<file path="src/rtl/c64_bus_pkg.sv">
// Shared types and constants for the C64 system bus arbiter and its helpers.
package c64_bus_pkg;

   typedef enum logic [1:0] {
      ST_IDLE    = 2'd0,
      ST_BA_WAIT = 2'd1,
      ST_STEAL   = 2'd2
   } arb_state_e;

   localparam int unsigned BA_LEAD_DEFAULT = 3;
   localparam int unsigned VIC_AB_W        = 14;

endpackage

</file>
<file path="src/rtl/c64_phi_gen.sv">
// Bus phase generator: phi toggles every clk and restarts at phase 0 (VIC) out of reset.
module c64_phi_gen (
   input  logic clk_i,
   input  logic rst_ni,
   output logic phi_o
);

   logic phi_q;
   logic phi_d;

   assign phi_d = ~phi_q;

   always_ff @(posedge clk_i or negedge rst_ni) begin
      if (!rst_ni) begin
         phi_q <= 1'b0;
      end else begin
         phi_q <= phi_d;
      end
   end

   assign phi_o = phi_q;

endmodule

</file>
<file path="src/rtl/c64_bus_arbiter.sv">
// Phase-interleaved CPU/VIC memory bus arbiter with BA/AEC steal handshake.
module c64_bus_arbiter
   import c64_bus_pkg::*;
#(
   parameter int unsigned BA_LEAD = BA_LEAD_DEFAULT
) (
   input  logic                clk,
   input  logic                reset,
   input  logic [15:0]         cpu_ab,
   input  logic [7:0]          cpu_do,
   input  logic                cpu_we,
   output logic                cpu_rdy,
   input  logic                vic_req,
   input  logic [VIC_AB_W-1:0] vic_ab,
   input  logic [1:0]          vic_bank,
   output logic                vic_gnt,
   output logic                vic_ba,
   output logic                aec,
   output logic                phi,
   output logic [15:0]         mem_ab,
   output logic [7:0]          mem_do,
   output logic                mem_we
);

   localparam logic [2:0] LEAD_INIT = 3'(BA_LEAD);

   arb_state_e state_q, state_d;
   logic [2:0] lead_cnt_q, lead_cnt_d;

   c64_phi_gen u_phi_gen (
      .clk_i  (clk),
      .rst_ni (reset),
      .phi_o  (phi)
   );

   always_ff @(posedge clk or negedge reset) begin
      if (!reset) begin
         state_q    <= ST_IDLE;
         lead_cnt_q <= 3'd0;
      end else begin
         state_q    <= state_d;
         lead_cnt_q <= lead_cnt_d;
      end
   end

   // Lead slots are only consumed on edges that close a phase-1 clk; an abort beats the final slot.
   always_comb begin
      state_d    = state_q;
      lead_cnt_d = lead_cnt_q;
      unique case (state_q)
         ST_IDLE: begin
            if (vic_req) begin
               state_d    = ST_BA_WAIT;
               lead_cnt_d = LEAD_INIT;
            end
         end
         ST_BA_WAIT: begin
            if (!vic_req) begin
               state_d = ST_IDLE;
            end else if (phi) begin
               lead_cnt_d = lead_cnt_q - 3'd1;
               if (lead_cnt_q == 3'd1) begin
                  state_d = ST_STEAL;
               end
            end
         end
         ST_STEAL: begin
            if (phi && !vic_req) begin
               state_d = ST_IDLE;
            end
         end
         default: state_d = ST_IDLE;
      endcase
   end

   always_comb begin
      mem_ab  = {vic_bank, vic_ab};
      mem_do  = cpu_do;
      mem_we  = 1'b0;
      vic_gnt = 1'b1;
      cpu_rdy = 1'b0;
      if (phi && (state_q != ST_STEAL)) begin
         mem_ab  = cpu_ab;
         vic_gnt = 1'b0;
         // During the BA lead only writes complete; reads hold the CPU.
         if ((state_q == ST_IDLE) || cpu_we) begin
            mem_we  = cpu_we;
            cpu_rdy = 1'b1;
         end
      end
   end

   assign vic_ba = (state_q == ST_IDLE);
   assign aec    = (state_q != ST_STEAL);

endmodule
</file>
<file path="config.mk">
export PLATFORM = sky130hd
export DESIGN_NAME = c64_bus_arbiter
export DESIGN_NICKNAME = d
export VERILOG_FILES = /design/src/rtl/c64_bus_pkg.sv /design/src/rtl/c64_phi_gen.sv /design/src/rtl/c64_bus_arbiter.sv
export SDC_FILE = /design/constraint.sdc
export NUM_CORES = 1
export LEC_CHECK = 0
export ABC_CLOCK_PERIOD_IN_PS = 2650
export CAP_MARGIN = 40
export CORE_UTILIZATION = 28
export CTS_CLUSTER_SIZE = 30
export DETAILED_ROUTE_END_ITERATION = 8
export PLACE_DENSITY = 0.92
export SKIP_LAST_GASP = 1
export SYNTH_ARGS = -nofsm -noshare
export SYNTH_HDL_FRONTEND = slang
export SYNTH_HIERARCHICAL = 1
export SYNTH_SLANG_ARGS = --single-unit
</file>
<file path="constraint.sdc">
create_clock -name clk -period 2.65 [get_ports clk]
set_input_delay 0.53 -clock clk [delete_from_list [all_inputs] [get_ports clk]]
set_output_delay 0.53 -clock clk [all_outputs]
set_load 0.03 [all_outputs]
</file>
==> results of run 1 <==
==> path summary, 6_finish.rpt <==
kind,startpoint,endpoint,slack (ns),cells after the start
max,state_q[0],mem_ab[10],0.25,4
min,reset,u_phi_gen/phi_o,0.53,1
max reg2reg,lead_cnt_q[0],lead_cnt_q[2],1.44,5
min reg2reg,lead_cnt_q[1],lead_cnt_q[1],0.54,2
max in group asynchronous,reset,state_q[1],1.91,1
min in group clk,lead_cnt_q[1],lead_cnt_q[1],0.54,2
==> per-stage QoR <==
step / hold slack [ns] / cells / power [uW] / instance area [sq um] / util
CTS: 0.526 / 136 / 436 / 1170 / 0.581
finish: 0.526 / 136 / 425 / 1210 / 0.600
floorplan: 0.234 / 58 / 263 / 621 / -
global placement: 0.517 / 133 / 337 / 1150 / 0.571
detailed placement: 0.533 / 133 / 347 / 1150 / 0.571
global route: 0.536 / 136 / 453 / 1210 / 0.600
==> where the power goes <==
group | internal (uW) | switching (uW)
registers | 113 | 16.3
logic | 120 | 91.2
clock network | 51.2 | 33.2
==> cell families (layout without fill, tap and decap cells) <==
logic type	after synthesis	in the layout
adder cells (fa/ha/maj)	2	2
AO/OA/AOI/OAI	6	6
flip-flops	6	6
buffers and inverters	12	63
multiplexers	16	16
AND/OR/NAND/NOR	16	16
==> layout make-up <==
type                            count  area (sq um)
Fill cell                         160           810
Timing Repair Buffer               57           607
Multi-Input combinational cell     40           388
Sequential cell                     6           150
Tap cell                           27          33.8
Clock buffer                        3          22.5
Inverter                            3          11.3
==> layer usage <==
| metal | share of wire | up-vias | GRT usage | routed length (um) |
|---|---|---|---|---|
| met1 | 0.36 | 303 | 0.160 | 727 |
| met3 | 0.11 | 2 | 0.0530 | 213 |
| met4 | 0.0050 | 0 | 0.0882 | 10 |
| met2 | 0.53 | 40 | 0.317 | 1070 |
| met5 | 0 | - | 0 | 0 |
| li1 | - | 300 | - | - |
==> placed cells by master, fill, tap and decap left out, drive strengths merged, types with 2 or more instances in the layout <==
cell / instances
clkdlybuf4s50: 41
nor2b: 3
inv: 3
nand2: 2
dfrtp: 6
mux2: 16
ha: 2
clkbuf: 3
nand2b: 2
and2: 2
and3: 2
dlymetal6s2s: 15
a21oi: 3
==> flip-flops by register name (all words and copies together), names as in the netlist <==
register / cells
lead_cnt_q: 3
state_q: 2
u_phi_gen/phi_o: 1
==> repair_timing <==
item	in CTS	in global routing
buffers inserted	0	0
endpoints found under the setup margin	1	15
gates resized for setup	1	15
==> worst reg2reg max path: cells and delay by family, from the launching register on <==
kind	cells	cell delay (ns)
buf+inv	1	0.09
simple gates	2	0.38
flops	1	0.37
fa+ha+maj	1	0.15
compound gates	1	0.16
==> reports/metrics.cfg, run 1 <==
[outcome]
status = finished, final reports clean

[critical_path]
max_stage_delay_ns = 0.45
cp_top_family = flip-flops
slowest_stage = dfrtp_1
cp.required_ns = 2.12
arrival_ns = 1.87
worst-setup-path-type = flop to primary output
path_max_fanout = 17
end_kind = primary output
path_buf_inv = 1
cp_cell_sequence = nand2b_4, nand2_4, mux2_2, dlygate4sd2_1
cp-start-kind = flop

[global_routing]
antenna_found_initial = 0
grt_pass1_vias = 615
grt_max_degree = 18
grt-ovfl-total = 0
grt_pass1_wl_mm = 3.05
grt_usage = 0.169

[drt]
detail-route-antenna-nets = 0
drtIter0Drc = 5
via_count = 645
via_per_inst = 4.74
drc = 0
first_pass_iters = 4
avgRoutedWirePerCell_um = 14.9
wl_mm = 2.02

[synth]
synth_top_area_frac = 0.242
yosysUniqueCellTypes = 23
synth_fa_ha_area_frac = 0.0403
synthTopCellsByCount = mux2_4, buf_4, mux2_2
synth_nets = 104
synth_seq_area_share = 0.242
synthMuxAreaShare = 0.345
syn_inst = 58
synth_ff_type = dfrtp_1
syn_avg_cell_area_sq_um = 10.7
yosys.area.top_type = dfrtp_1
synth_warnings = 6
synth_edf_count = 0
synthSimpleGateAreaFrac = 0.181
synthesis.area_sq_um = 621
synth.most_common_cell = mux2_4
synthTopCellsByArea = dfrtp_1, mux2_4, mux2_2
synth_xor_xnor_area_share = 0
synth_top_family_by_area = multiplexers
synth-compound-area-share = 0.0585
synth-seq-cells = 6
async_reset_ff_frac = 1.00

[clock_network]
clock_sinks = 6
clk_pin_slew_worst_paths_ns = 0.05
numCtsBuffers = 3
clockBufferDepth = 2
cts_tree = built
clkLatencyLatePin_ns = 0.24
hold_buffers = 0
cts-root-buf = clkbuf_4
ctsHtreeMaxLevel = 1

[placement]
place_ws_ns = 0.262
routabilityCongestion = 0.669
place_hpwl_mm = 1.69
io_buffers = 57

[timing]
finalClockSkew_ns = 0.00147
max_freq_ghz = 0.417
hold_violations = 0
relSlewSlack = 0.777
report.final.slew_viol_count = 0
tns_ns = 0
rsz0062_at_grt = false
timing.final.crit_share = 0.904
tightestPinTransition_ns = 0.335
finalWorstSetupSlack_ns = 0.253
finalSetupViolCount = 0
min_period_ns = 2.40

[die]
io-pin-count = 74
fp.coreArea_sq_mm = 0.00202
initial_core_util = 0.307
die-area_sq_mm = 0.00241
fp-row-count = 16
die_h_um = 49.1
die_w_um = 49.1

[finish]
syn_to_final_growth_pct = 95.4
fin_nets = 157
n_antenna_cell = 0
drive_gt1_frac = 0.193

[job]
cap_violations = 0

[power]
leakagePower_uw = 0.000630
peakVddDrop_uv = 242
power_density_mw_per_mm2 = 350

[hold_path]
hold_path.class = input port to async pin

Power figures use the tool's default switching activity.
==> inputs of run 2 (changes only) <==
- CTS_CLUSTER_SIZE: 30 -> 14
==> results of run 2 <==
The final DEF is identical to that of run 1; final timing and power are the same.
